## src/rtl/exec_sequencer.sv

```systemverilog
// exec_sequencer
//   Run-control sequencer for the single-cycle RISC-V core. It decides, cycle by
//   cycle, whether the PC may advance and whether the register file and data
//   memory may commit. With these enables the core can sit idle, run freely,
//   execute one instruction at a time, pause on request, and stop for good on
//   EBREAK, an illegal encoding or watchdog expiry.
//
// Parameters
//   CNT_W          width of the cycle and retired-instruction counters
//   MAX_CYCLES     watchdog limit on cycles spent in RUN/STEP
//
// Ports
//   clock          system clock, all state updates on posedge
//   reset          synchronous, active-low reset
//   start          enter RUN from IDLE or HALT
//   step           execute exactly one instruction from IDLE or HALT
//   halt_req       pause after the current instruction commits (RUN only)
//   instruction    currently fetched instruction word
//   pc_enable      PC may load its next address this cycle
//   commit_en      qualifies regWrite / memWrite this cycle
//   running        state is RUN or STEP
//   halted         state is HALT
//   done           state is DONE (sticky until reset)
//   halt_cause     00 none, 01 EBREAK, 10 watchdog, 11 illegal
//   cycle_count    cycles spent in RUN/STEP, saturating at MAX_CYCLES
//   retired_count  instructions committed, wraps modulo 2^CNT_W

module exec_sequencer #(
  parameter int CNT_W      = 32,
  parameter int MAX_CYCLES = 200
) (
  input  logic             clock,
  input  logic             reset,
  input  logic             start,
  input  logic             step,
  input  logic             halt_req,
  input  logic [31:0]      instruction,
  output logic             pc_enable,
  output logic             commit_en,
  output logic             running,
  output logic             halted,
  output logic             done,
  output logic [1:0]       halt_cause,
  output logic [CNT_W-1:0] cycle_count,
  output logic [CNT_W-1:0] retired_count
);

  typedef enum logic [2:0] {
    S_IDLE,
    S_RUN,
    S_STEP,
    S_HALT,
    S_DONE
  } state_t;

  localparam logic [31:0]      EBREAK_WORD = 32'h0010_0073;
  localparam logic [CNT_W-1:0] WD_LIMIT    = CNT_W'(MAX_CYCLES);

  localparam logic [1:0] CAUSE_NONE     = 2'b00;
  localparam logic [1:0] CAUSE_EBREAK   = 2'b01;
  localparam logic [1:0] CAUSE_WATCHDOG = 2'b10;
  localparam logic [1:0] CAUSE_ILLEGAL  = 2'b11;

  state_t           state_q, state_d;
  logic [1:0]       cause_q, cause_d;
  logic [CNT_W-1:0] cycle_q, cycle_d;
  logic [CNT_W-1:0] retired_q, retired_d;

  logic is_ebreak;
  logic is_illegal;
  logic wd_hit;
  logic in_exec;
  logic exec;

  // Decode the stop conditions. An all-zero or all-ones word is what an
  // unprogrammed or out-of-range memory returns, so both count as illegal.
  // The watchdog fires on the cycle whose counter has reached the limit, so
  // exactly MAX_CYCLES instructions can execute before the forced stop.
  always_comb begin
    is_ebreak  = (instruction == EBREAK_WORD);
    is_illegal = (instruction == 32'h0000_0000) || (instruction == 32'hFFFF_FFFF);
    wd_hit     = (cycle_q == WD_LIMIT);
    in_exec    = (state_q == S_RUN) || (state_q == S_STEP);
    exec       = in_exec && !is_ebreak && !is_illegal && !wd_hit;
  end

  // Next-state, stop cause and counters. A stopping instruction (EBREAK,
  // illegal, watchdog) never commits; halt_req in RUN still lets the current
  // instruction commit and only redirects the following cycle to HALT.
  always_comb begin
    state_d   = state_q;
    cause_d   = cause_q;
    cycle_d   = cycle_q;
    retired_d = retired_q;

    if (in_exec && (cycle_q < WD_LIMIT)) begin
      cycle_d = cycle_q + 1'b1;
    end

    if (exec) begin
      retired_d = retired_q + 1'b1;
    end

    case (state_q)
      S_IDLE, S_HALT: begin
        if (start) begin
          state_d = S_RUN;
        end else if (step) begin
          state_d = S_STEP;
        end
      end
      S_RUN, S_STEP: begin
        if (is_ebreak) begin
          state_d = S_DONE;
          cause_d = CAUSE_EBREAK;
        end else if (is_illegal) begin
          state_d = S_DONE;
          cause_d = CAUSE_ILLEGAL;
        end else if (wd_hit) begin
          state_d = S_DONE;
          cause_d = CAUSE_WATCHDOG;
        end else if (state_q == S_STEP) begin
          state_d = S_HALT;
        end else if (halt_req) begin
          state_d = S_HALT;
        end
      end
      S_DONE: begin
        state_d = S_DONE;
      end
      default: begin
        state_d = S_IDLE;
      end
    endcase
  end

  // State register; reset is sampled on the clock edge and beats every input.
  always_ff @(posedge clock) begin
    if (!reset) begin
      state_q   <= S_IDLE;
      cause_q   <= CAUSE_NONE;
      cycle_q   <= '0;
      retired_q <= '0;
    end else begin
      state_q   <= state_d;
      cause_q   <= cause_d;
      cycle_q   <= cycle_d;
      retired_q <= retired_d;
    end
  end

  // Enables are combinational so the core commits with no added latency.
  always_comb begin
    pc_enable     = exec;
    commit_en     = exec;
    running       = in_exec;
    halted        = (state_q == S_HALT);
    done          = (state_q == S_DONE);
    halt_cause    = cause_q;
    cycle_count   = cycle_q;
    retired_count = retired_q;
  end

endmodule
```

## config.mk

```make
export PLATFORM = sky130hd
export DESIGN_NAME = exec_sequencer
export DESIGN_NICKNAME = d
export VERILOG_FILES = /design/src/rtl/exec_sequencer.sv
export SDC_FILE = /design/constraint.sdc
export NUM_CORES = 1
export LEC_CHECK = 0
export ABC_AREA = 0
export CORE_UTILIZATION = 41
export DETAILED_ROUTE_END_ITERATION = 8
export PLACE_DENSITY = 0.76
export RECOVER_POWER = 25
export SKIP_LAST_GASP = 1
export SLEW_MARGIN = 25
export SYNTH_ARGS = -nofsm -noshare
export SYNTH_HDL_FRONTEND = slang
export SYNTH_SLANG_ARGS = --single-unit
```

## constraint.sdc

```tcl
create_clock -name clock -period 2.1 [get_ports clock]
set_input_delay 0.315 -clock clock [delete_from_list [all_inputs] [get_ports clock]]
set_output_delay 0.315 -clock clock [all_outputs]
set_load 0.02 [all_outputs]
```

==> results.yml <==
cts:
  clk_pin_slew_ns: 0.08
  htreeDepth: 3
  clock_path_buffers: 2
  cts_root_buf: "clkbuf_8"
  cts.sinks: 69
  cts_tree: "done"
  cts_buffers: 9
  clock_latency_ns: 0.34
layout:
  mostFrequentLayoutCells: "68 x clkdlybuf4s50_1, 63 x dfxtp_1, 56 x buf_4"
  fin_cells: 633
  drive_above_1_share: 0.219
  mostFrequentLayoutCell: "clkdlybuf4s50_1"
  nNetsFinal: 569
  area_growth_pct: 60.2
  fillCellCount: 602
  final_util: 0.692
  diodes: 0
timing:
  slew_headroom: 0.339
  worst_pin_slew_ns: 0.992
  holdWs_ns: 0.474
  skew_ns: 0.00554
  finalHoldViolations: 0
  setup_viol: 2
  fin_crit_sh: 1.06
  period_needed_ns: 2.23
  rsz0062_at_grt: "yes"
  drv_slew: 0
  fmax_mhz: 449
  setup_slack_ns: -0.126
global_route:
  grt_max_degree: 45
  grt_pass1_vias: 3193
  overflow: 0
  grtUsageTotal: 0.222
  grt_pass1_wl_mm: 14.8
  antenna_found_initial: 0
logic_synthesis:
  synth.cell_area_um2: 3180
  synthFlopType: "dfxtp_1"
  synth-seq-area-share: 0.434
  syn_nets: 408
  ys.warnings.count: 0
  synth_edf_count: 0
  syn-mean-instance-area_um2: 8.65
  ys_seq_elements: 69
  yosysUniqueCellTypes: 52
  async_flop_share: 0
  syn_inst: 368
die:
  initial_utilization: 0.432
  dieArea_um2: 8120
  ios: 108
  die_h_um: 90.1
  die_w_um: 90.1
  fp-row-count: 31
  coreArea_um2: 7370
setup_path:
  worstReg2RegEnd: "state_q[2]"
  arrival_ns: 1.91
  critical_path.startpoint_type: "register"
  cp_max_fo: 3
  cp_cell_sequence: "nor4_1 -> and4_2 -> nand3_4 -> nand4_4 -> clkinvlp_4 -> buf_6"
  cpMaxStageDelayCell: "nor4_1"
  crit_required_ns: 1.78
  timing.rr.start: "cycle_count[24]"
  endpoint_kind: "output port"
  reg2reg_slack_ns: 0.02
  reg2reg_depth: 9
  cp_slowest_stage_delay_ns: 0.39
  worstSetupPathType: "register to output port"
route:
  vias_per_cell: 5.39
  routed_wl_mm: 9.19
  drt_first_pass_iters: 5
  routedWlPerCell_um: 14.5
  drc: 0
  ant_nets: 0
  vias: 3412
  drt_iter0_markers: 156
power_and_ir_drop:
  comb_power_share: 0.171
  p_int_mw: 2.25
  p_sw_mw: 0.835
  power_density_nw_per_um2: 604
  p_clk_frac: 0.389
  switching_share: 0.271
  worst_ir_drop_vdd_v: 0.000376
  finalPower_mw: 3.08
  power.leakage_nw: 2.01
  seqPwrFrac: 0.440
outcome:
  violations: "negative setup slack"
  status: "finished with violations"
min_path:
  hp-class: "register to register"
  hold_end: "halt_cause[1]"
  hold_start: "halt_cause[1]"
  hold_depth: 2
placed_design:
  dpl.hpwl_mm: 6.56
  io_buffers: 107
  gp_congestion: 0.848
  place_ws_ns: -0.636
  numPlacedInstances: 611
job:
  cap_violations: 0
-- flip-flops by register name, summed over array words and instances, names as in the netlist --
| register | cells |
|---|---|
| cycle_count | 32 |
| state_q | 3 |
| retired_count | 32 |
| halt_cause | 2 |
-- cell usage after synthesis (2+ instances only) --
library cell | n | area share
dfxtp_1 | 69 | 0.43
a21oi_1 | 31 | 0.049
and2_1 | 30 | 0.059
nand2_1 | 29 | 0.034
o21ai_0 | 22 | 0.035
nand4_1 | 20 | 0.039
nor2_1 | 18 | 0.021
or3_1 | 17 | 0.033
nand3_1 | 14 | 0.022
nor4_1 | 14 | 0.028
clkbuf_1 | 9 | 0.011
inv_1 | 9 | 0.011
and3_1 | 7 | 0.014
or4_1 | 7 | 0.017
nor3_1 | 6 | 0.0094
o31ai_1 | 6 | 0.014
and4_1 | 5 | 0.014
nand2b_1 | 5 | 0.0098
xor2_1 | 5 | 0.014
ha_1 | 3 | 0.012
nand3b_1 | 3 | 0.0071
xnor2_1 | 3 | 0.0083
a211oi_1 | 2 | 0.0047
a21bo_2 | 2 | 0.0063
and3_2 | 2 | 0.0047
buf_2 | 2 | 0.0031
buf_6 | 2 | 0.0071
o21a_1 | 2 | 0.0047
-- per-layer routing --
metal | GRT usage | share of wire | up-vias
met5 | 0 | 0 | -
met4 | 0.0820 | 0.012 | 0
met3 | 0.0575 | 0.075 | 14
met2 | 0.398 | 0.50 | 135
met1 | 0.252 | 0.41 | 1589
li1 | - | - | 1674
-- power groups by stage --
stage / combinational [mW] / sequential [mW] / clock (mW)
detailed placement: 0.496 / 1.39 / 0
global route: 0.568 / 1.36 / 1.28
finish: 0.527 / 1.36 / 1.20
floorplan: 0.251 / 1.42 / 0
global placement: 0.481 / 1.38 / 0
CTS: 0.498 / 1.36 / 1.22
-- kinds of logic after synthesis --
family                     count (synthesis)  synth area share
DFF                                       69             0.434
buffers and inverters                     26            0.0424
xor gates and xnor gates                   8            0.0220
and+or+nand+nor                          188             0.352
adders and majority gates                  3            0.0118
AOI/OAI and AO/OA                         73             0.135
muxes                                      1           0.00314
-- through the flow --
step / area (µm²) / setup TNS (ns)
3_3_place_gp: 4700 / -11.37
3_5_place_dp: 4700 / -14.22
4_1_cts: 5010 / -0.206
2_1_floorplan: 3220 / 0
5_1_grt: 5100 / -0.815
6_report: 5100 / -0.251
-- worst max-delay path by stage --
stage                     start                end  slack, ns  cells after the start
6_report        cycle_count[13]          commit_en      -0.13                      6
5_1_grt         cycle_count[13]          commit_en      -0.22                      6
4_1_cts         cycle_count[24]          commit_en      -0.08                      6
3_5_place_dp    instruction[14]          commit_en      -0.64                      7
3_3_place_gp     instruction[1]          pc_enable      -0.59                      7
2_1_floorplan  retired_count[5]  retired_count[20]     0.0004                      6
-- area by class of cell --
type / count / area [µm²] / area share
Inverter: 10 / 41.3 / 0.00810
Multi-Input combinational cell: 273 / 1790 / 0.351
Sequential cell: 69 / 1390 / 0.272
Tap cell: 99 / 124 / 0.0243
Clock buffer: 9 / 124 / 0.0243
Clock inverter: 7 / 97.6 / 0.0191
Timing Repair Buffer: 166 / 1530 / 0.301
-- critical path: cells and delay by family, from the launching register on --
family	cells	cell delay, ns
simple gates	4	0.95
flops	1	0.32
buf+inv	2	0.29
-- repair_timing --
item | CTS | global route
pin swaps | 13 | 14
gates resized for setup | 42 | 22
endpoints found under the setup margin | 31 | 28
buffers inserted | 3 | 3
hold buffers | 0 | 0
Note: power is estimated with default switching activity, not from simulation.
